`src/rtl/sdram_read.sv`:
```
// Read-side SDRAM command sequencer: ACTIVE -> READ (page burst) -> BURST STOP -> PRECHARGE.
// Commands and rd_end are registered; rd_ack/rd_sdram_data are decoded from registered state.
module sdram_read #(
  parameter logic [9:0] TRCD_CLK = 10'd2,
  parameter logic [9:0] TRP_CLK  = 10'd2,
  parameter logic [9:0] CAS_LAT  = 10'd3
) (
  input  logic        sys_clk,
  input  logic        sys_rst_n,
  input  logic        init_end,
  input  logic        rd_en,
  input  logic [20:0] rd_addr,
  input  logic [9:0]  rd_burst_len,
  input  logic [31:0] rd_data,
  output logic        rd_ack,
  output logic        rd_end,
  output logic [3:0]  read_cmd,
  output logic [1:0]  read_ba,
  output logic [10:0] read_addr,
  output logic [31:0] rd_sdram_data
);

  localparam logic [3:0] CMD_NOP    = 4'b0111;
  localparam logic [3:0] CMD_ACTIVE = 4'b0011;
  localparam logic [3:0] CMD_READ   = 4'b0101;
  localparam logic [3:0] CMD_BSTOP  = 4'b0110;
  localparam logic [3:0] CMD_PCHG   = 4'b0010;

  typedef enum logic [3:0] {
    RD_IDLE   = 4'd0,
    RD_ACTIVE = 4'd1,
    RD_TRCD   = 4'd2,
    RD_READ   = 4'd3,
    RD_DATA   = 4'd4,
    RD_PRE    = 4'd5,
    RD_TRP    = 4'd6,
    RD_END    = 4'd7
  } state_t;

  state_t      state_q, state_d;
  logic [9:0]  cnt_q, cnt_d;
  logic [20:0] lat_addr_q, lat_addr_d;
  logic [9:0]  len_q, len_d;
  logic [3:0]  cmd_q, cmd_d;
  logic [1:0]  ba_q, ba_d;
  logic [10:0] addr_q, addr_d;
  logic        end_q, end_d;
  logic [31:0] data_q;
  logic [9:0]  len_in;

  always_comb begin
    if (rd_burst_len == 10'd0) begin
      len_in = 10'd1;
    end else if (rd_burst_len > 10'd256) begin
      len_in = 10'd256;
    end else begin
      len_in = rd_burst_len;
    end
  end

  always_comb begin
    state_d    = state_q;
    cnt_d      = cnt_q + 10'd1;
    lat_addr_d = lat_addr_q;
    len_d      = len_q;
    cmd_d      = CMD_NOP;
    ba_d       = 2'b11;
    addr_d     = 11'h7ff;
    end_d      = 1'b0;
    case (state_q)
      RD_IDLE: begin
        cnt_d = 10'd0;
        if (rd_en && init_end) begin
          state_d    = RD_ACTIVE;
          lat_addr_d = rd_addr;
          len_d      = len_in;
        end
      end
      RD_ACTIVE: begin
        state_d = RD_TRCD;
        cmd_d   = CMD_ACTIVE;
        ba_d    = lat_addr_q[20:19];
        addr_d  = lat_addr_q[18:8];
      end
      RD_TRCD: begin
        if (cnt_q == TRCD_CLK) begin
          state_d = RD_READ;
          cnt_d   = 10'd0;
        end
      end
      RD_READ: begin
        state_d = RD_DATA;
        cnt_d   = 10'd0;
        cmd_d   = CMD_READ;
        ba_d    = lat_addr_q[20:19];
        addr_d  = {3'b000, lat_addr_q[7:0]};
      end
      RD_DATA: begin
        // Burst stop lands len cycles after READ; bank/address lines are left as they were.
        if (cnt_q == len_q - 10'd1) begin
          cmd_d  = CMD_BSTOP;
          ba_d   = ba_q;
          addr_d = addr_q;
        end
        if (cnt_q == CAS_LAT + len_q) begin
          state_d = RD_PRE;
          cnt_d   = 10'd0;
        end
      end
      RD_PRE: begin
        state_d = RD_TRP;
        cmd_d   = CMD_PCHG;
        ba_d    = lat_addr_q[20:19];
        addr_d  = 11'h400;
      end
      RD_TRP: begin
        if (cnt_q == TRP_CLK) begin
          state_d = RD_END;
          cnt_d   = 10'd0;
        end
      end
      RD_END: begin
        state_d = RD_IDLE;
        cnt_d   = 10'd0;
        end_d   = 1'b1;
      end
      default: begin
        state_d = RD_IDLE;
        cnt_d   = 10'd0;
      end
    endcase
  end

  always_ff @(posedge sys_clk or negedge sys_rst_n) begin
    if (!sys_rst_n) begin
      state_q    <= RD_IDLE;
      cnt_q      <= 10'd0;
      lat_addr_q <= 21'd0;
      len_q      <= 10'd1;
      cmd_q      <= CMD_NOP;
      ba_q       <= 2'b11;
      addr_q     <= 11'h7ff;
      end_q      <= 1'b0;
      data_q     <= 32'd0;
    end else begin
      state_q    <= state_d;
      cnt_q      <= cnt_d;
      lat_addr_q <= lat_addr_d;
      len_q      <= len_d;
      cmd_q      <= cmd_d;
      ba_q       <= ba_d;
      addr_q     <= addr_d;
      end_q      <= end_d;
      data_q     <= rd_data;
    end
  end

  // The first CAS_LAT+1 DATA cycles cover CAS latency plus the input register.
  assign rd_ack        = (state_q == RD_DATA) && (cnt_q >= CAS_LAT + 10'd1);
  assign rd_sdram_data = rd_ack ? data_q : 32'd0;
  assign rd_end        = end_q;
  assign read_cmd      = cmd_q;
  assign read_ba       = ba_q;
  assign read_addr     = addr_q;

endmodule
```
`config.mk`:
```
export PLATFORM = sky130hd
export DESIGN_NAME = sdram_read
export DESIGN_NICKNAME = d
export VERILOG_FILES = /design/src/rtl/sdram_read.sv
export SDC_FILE = /design/constraint.sdc
export NUM_CORES = 1
export LEC_CHECK = 0
export CORE_MARGIN = 2
export CORE_UTILIZATION = 42
export CTS_CLUSTER_DIAMETER = 50
export DETAILED_ROUTE_END_ITERATION = 8
export MAX_ROUTING_LAYER = met4
export PLACE_DENSITY_LB_ADDON = 0.3
export SYNTH_ARGS = -nofsm -noshare
export SYNTH_HDL_FRONTEND = slang
export SYNTH_SLANG_ARGS = --single-unit
```
`constraint.sdc`:
```
create_clock -name sys_clk -period 3.32 [get_ports sys_clk]
set_input_delay 0.664 -clock sys_clk [delete_from_list [all_inputs] [get_ports sys_clk]]
set_output_delay 0.664 -clock sys_clk [all_outputs]
set_load 0.01 [all_outputs]
```
==> key figures <==
Logic synthesis
  – Post-synthesis mux area share: 0.00229
  – Gate Count Post-Synth: 440
  – Simple-gate share of the synthesized area: 0.243
  – Synth cell types: approximately 60
  – Synth Area in XOR/XNOR: 0.0534
  – Synth Area in Compound Gates: 0.106
  – Yosys warns: 0
  – #FFs+latches synth: a little over 90
  – Post-Syn Area per Cell: about 10 sq um
  – Synth top area share: 0.434
  – Fraction of registers with async set/reset: 1.00
  – Post-Syn Nets: a little over 500
  – Top FF cell, synth: dfrtp_1
  – Post-Syn Area: between 4000 and 5000 sq um
  – Main area contributors after synthesis: dfrtp_1 (43%), dfstp_2 (10%), nand2_1 (8.5%), and2_1 (4.7%), xor2_1 (2.8%)
  – Sequential-to-total area share from yosys stat: 0.536
  – Cell accounting for the most synthesized area: dfrtp_1
  – Post-synth EDFFs: 0
  – Adder-Cell Fraction of Synth Area: 0.0137
  – Main combinational cell family by area after synthesis: simple AND/OR/NAND/NOR gates

Cells and area
  – Most frequent cells in the layout: clkdlybuf4s50_1 (115), nand2_1 (99), dfrtp_1 (76)
  – Ratio of cells with drive above 1 in the final layout: 0.118
  – Final Util: 0.573
  – Nets: 619
  – Non-Filler Instances: between 600 and 700
  – Most common cell after layout, fill and taps aside: clkdlybuf4s50_1
  – N_diodes: 0
  – Area grow syn2layout: 33.9%

STA
  – Max Clock Skew: between 0.01 and 0.015 ns
  – Setup_tns: 0 ns
  – # setup viols final: 0
  – Final hold violations: 0
  – Setup ws final: 0.273 ns
  – Relative slew slack: 0.439
  – Period Utilization, post-route: 0.918
  – Least-Margin Pin Slew: between 0.8 and 0.9 ns
  – Max Fclk: 0.328 GHz
  – Slew Viols, Final: 0
  – RSZ-0062 raised after global routing: false
  – Final min period: ~3.0 ns

Routing
  – Drt first-iter violations: roughly 210
  – Residual DRC: 0
  – DR vias/cell: 5.09
  – Router iterations before antenna repair: 4
  – Antenna-violating nets left: 0
  – Via count: between 3k and 4k
  – Total wire length: between 10000 and 15000 um
  – Wire per inst: about 15 um

Worst setup path
  – Crit-path max FO: 14
  – Critical path depth in cells: 8
  – Critical Path AT: about 3.3 ns
  – Startpoint types: flip-flop
  – Crit path kind: flip-flop to flip-flop
  – Setup crit start: len_q[1]
  – Crit path required time: 3.59 ns
  – Reg2reg start: len_q[1]
  – Crit-path max cell delay: about 0.53 ns
  – CP bufs+invs: 1
  – CP delay by family, top: compound AO/OA/AOI/OAI gates
  – Crit end category: flip-flop
  – Worst reg-to-reg path cell count: 8
  – Worst path slowest cell: o41a_2
  – Critical Path, Cell by Cell: inv_1 > ha_1 > nor3b_2 > xor2_1 > o2111a_1 > a211oi_2 > nand4_2 > o41a_2

Clock network
  – Inserted Clock Buffers: 9
  – CTS H-tree depth: 3
  – CTS resizes: 2
  – CTS Sinks: 93
  – CTS root buffer: clkbuf_8
  – Clock latency at the later pin of the worst-skew pair: roughly 0.35 ns
  – Quantity of hold-fixing buffers added after cts: 0
  – Clock-pin slew on the worst setup and hold paths: about 0.090 ns
  – Post-CTS setup buffers: 0
  – TritonCTS clock tree: built
  – Longest Clk Path Bufs: 2

Die
  – Die area: 11300 sq um
  – Row count: 37
  – Die W: 106 um
  – Die height: around 110 um
  – Starting Density: 0.428
  – IO Pins: between 100 and 150
  – Core Region: between 10000 and 15000 sq um

Global routing
  – Largest net degree at the start of global routing: slightly above 60
  – First-pass GRT wire length: around 17000 um
  – Total GRT Usage: 0.197
  – Vias in the first global route: ~3.6k
  – Grt total ovfl: 0
  – Antenna violations before repair: 0

Pwr
  – Static leakage: approximately 2.5 nW
  – Power per cell area: between 700 and 800 nW/um^2
  – Peak VDD IR: roughly 440 uV

Place
  – Port Buffers: 116
  – Final weighted congestion in routability-driven placement: a little under 0.8
  – DP Cell Count: between 600 and 700
  – DPL Wire Length: 7430 um
  – Pre-CTS setup slack: 0.365 ns

Min path
  – Hold crit path type: input pin to asynchronous set/reset pin

Flow run
  – Maxcap violations: 0

Run status
  – Status: finished, final reports clean
sequential cells by signal, indices dropped and copies added (netlist names):
| name | flops |
|---|---|
| rd_end | 1 |
| cnt_q | 10 |
| read_addr | 11 |
| read_ba | 2 |
| data_q | 32 |
| len_q | 10 |
| state_q | 3 |
| lat_addr_q | 21 |
| read_cmd | 3 |
Yosys cell counts, types with 2 or more instances:
cell,n
nand4_1,4
o32a_2,2
a21oi_1,9
nor3_1,7
o31a_1,8
o21ai_0,21
or4b_1,2
xnor2_1,9
ha_1,4
buf_2,4
nor4_1,6
or4_1,2
o31ai_1,3
nand2_1,99
a22o_1,3
and3_1,4
buf_6,3
nand3b_1,2
nor2b_1,2
buf_4,2
clkbuf_1,19
inv_1,13
xor2_1,14
a211o_1,2
nor2_1,17
dfrtp_1,76
dfstp_2,17
and2_1,33
a211oi_1,2
o41a_2,2
nand3_1,19
layer usage:
metal | GRT usage | share of wire | routed length [um] | vias to the layer above
met5 | - | 0 | 0 | -
met4 | 0.0479 | 0.013 | 133 | 0
met3 | 0.0399 | 0.040 | 410 | 15
met2 | 0.337 | 0.52 | 5360 | 87
met1 | 0.240 | 0.43 | 4420 | 1707
li1 | - | - | - | 1697
layout make-up:
| class | count | area [sq um] |
|---|---|---|
| Tap cell | 136 | 170 |
| Fill cell | 896 | 4370 |
| Multi-Input combinational cell | 305 | 1870 |
| Clock buffer | 11 | 141 |
| Sequential cell | 93 | 2350 |
| Inverter | 13 | 48.8 |
| Clock inverter | 5 | 42.5 |
| Timing Repair Buffer | 126 | 1250 |
through the flow:
| stage | area, sq um | total power [mW] | hold WS [ns] |
|---|---|---|---|
| global placement | 5660 | 3.59 | 0.457 |
| finish | 5860 | 4.33 | 0.367 |
| detailed placement | 5660 | 3.63 | 0.463 |
| CTS | 5860 | 4.36 | 0.416 |
| floorplan | 4380 | 3.01 | 0.368 |
| global route | 5860 | 4.64 | 0.427 |
worst register-to-register path: stages (launching register included):
cell	delay [ns]
dfrtp_1	0.48
inv_1	0.12
ha_1	0.47
nor3b_2	0.41
xor2_1	0.11
o2111a_1	0.25
a211oi_2	0.21
nand4_2	0.39
o41a_2	0.53
final timing paths:
check | endpoint | slack, ns
worst max register to register | read_addr[9] | 0.27
worst max-delay path | read_addr[9] | 0.27
min in group sys_clk | lat_addr_q[0] | 0.48
max in group asynchronous | read_addr[2] | 2.22
worst min register to register | lat_addr_q[0] | 0.48
worst min-delay path | len_q[6] | 0.37
logic make-up (layout without fill, tap and decap cells):
logic type	Yosys count	after routing
and+or+nand+nor	209	209
DFF	93	93
AOI/OAI and AO/OA	64	64
buffers and inverters	42	155
xor gates and xnor gates	25	25
adders and majority gates	5	5
other	1	1
muxes	1	1
report_power, final:
part	internal, mW	switching [mW]	total, mW
Clock	0.301	0.398	0.700
Sequential	1.50	0.311	1.81
Combinational	0.865	0.951	1.82
(Power assumes the default switching activity.)
==> edit: new RTL, config.mk and constraints unchanged <==
Make the reset (`sys_rst_n`) synchronous in one clocked block.
--- a/src/rtl/sdram_read.sv
+++ b/src/rtl/sdram_read.sv
@@ -131,7 +131,7 @@
     endcase
   end
 
-  always_ff @(posedge sys_clk or negedge sys_rst_n) begin
+  always_ff @(posedge sys_clk) begin
     if (!sys_rst_n) begin
       state_q    <= RD_IDLE;
       cnt_q      <= 10'd0;
Check against the original RTL: differs if sys_rst_n is asserted again (counterexample within 4 cycles, from zero or initial values and one cycle with sys_rst_n low); with sys_rst_n held inactive, the same outputs for 10 cycles.
==> edit against the unedited design <==
Die area down 5.9%; sequential cell count unchanged; final area fell by 5.4%; wire length shrank 9.0%; area after synthesis fell by 6.2%; worst setup slack worse by 0.057 ns; hold slack gained 0.086 ns; critical path type is now flip-flop to output pin; largest cell class is now multi-input combinational cells.
Power is not compared: it rests on default switching activity, and its combinational part moved more than twofold at a synthesized area within 25%.
==> edit: results (changes against the unedited design) <==
Synth Area in Adders=1.22% (was 1.37%); Mapped Nets=540 (was 511); Placed Area=5350 sq um (was 5660 sq um); Placed Cells=691 (was 673); # clk buffers=10 (was 11); met2 usage=28.4% (was 33.7%); Layout clock area frac=3.59% (was 3.14%); Metal-1 WL=4360 um (was 4420 um); Critical Path Max Stage Delay=0.57 ns (was 0.53 ns); met1 Use GR=24.5% (was 24.0%); sequential share of cell area=33.6% (was 40.1%); Compound-Gate Fraction of Synth Area=13.1% (was 10.6%); largest net degree at the start of global routing=36 (was 62); cells after synthesis=469 (was 440); critical path's top delay family=simple AND/OR/NAND/NOR gates (was compound AO/OA/AOI/OAI gates); Final Skew=0.0123 ns (was 0.0109 ns); met3 usage=3.25% (was 3.99%); fraction of area in multi-input gates=37.2% (was 31.8%); top cells by count, synth=93 x dfxtp_1, 65 x and2_1, 61 x nand2_1 (was 99 x nand2_1, 76 x dfrtp_1, 33 x and2_1); fill cell count=893 (was 896); Iteration-0 DRC Markers=180 (was 211); PostCTS Resize Cnt=0 (was 2); sequential fraction of the synthesis area=45.3% (was 53.6%); multi-input gate count=333 (was 305); share of cells above drive strength 1=6.10% (was 11.8%); Synth area leaders=dfxtp_1 45%, and2_1 9.9%, nand2_1 5.6%, xor2_1 3.4%, a21oi_1 3.3% (was dfrtp_1 43%, dfstp_2 10%, nand2_1 8.5%, and2_1 4.7%, xor2_1 2.8%); Finished Layout Cells=707 (was 689); NonClk Buf Share=22.2% (was 21.3%); Distinct cells, synth=55 (was 61); nets@finish=640 (was 619); Vias per Instance=5.01 (was 5.09); CP arrival=2.44 ns (was 3.32 ns); Slew @ Worst Pin=0.793 ns (was 0.838 ns); inverters=7 (was 13); vias in the first global route=3147 (was 3589); routed wl met3=672 um (was 410 um); post-DP HPWL=6710 um (was 7430 um); Final GP Congestion=0.834 (was 0.783); mux cell area share after synthesis=0% (was 0.229%); gr usage total=18.3% (was 19.7%); run status=complete, no violations (unchanged); type of the worst min-delay path=flip-flop to flip-flop (was primary input to async pin)
-- edit: cell types whose count changed in the layout (fill, tap and decap cells not counted), moves of 10 or more --
cell / before / now
nor2b_1: 2 / 12
nand3_1: 19 / 9
dfrtp_1: 76 / 0
o21ai_0: 21 / 6
nor3_1: 7 / 19
nand2_1: 99 / 61
dfstp_2: 17 / 0
dfxtp_1: 0 / 93
a21oi_1: 8 / 27
and2_1: 33 / 65
-- edit: path summary, 6_finish.rpt --
path                          startpoint                          end  slack [ns]
max                  cnt_q[2]$_SDFF_PN0_            rd_sdram_data[23]        0.22
min          lat_addr_q[16]$_SDFFE_PN0P_  lat_addr_q[16]$_SDFFE_PN0P_        0.45
max reg2reg        len_q[0]$_SDFFE_PN1P_    read_addr[9]$_SDFFE_PN1P_        0.61
min reg2reg  lat_addr_q[16]$_SDFFE_PN0P_  lat_addr_q[16]$_SDFFE_PN0P_        0.45
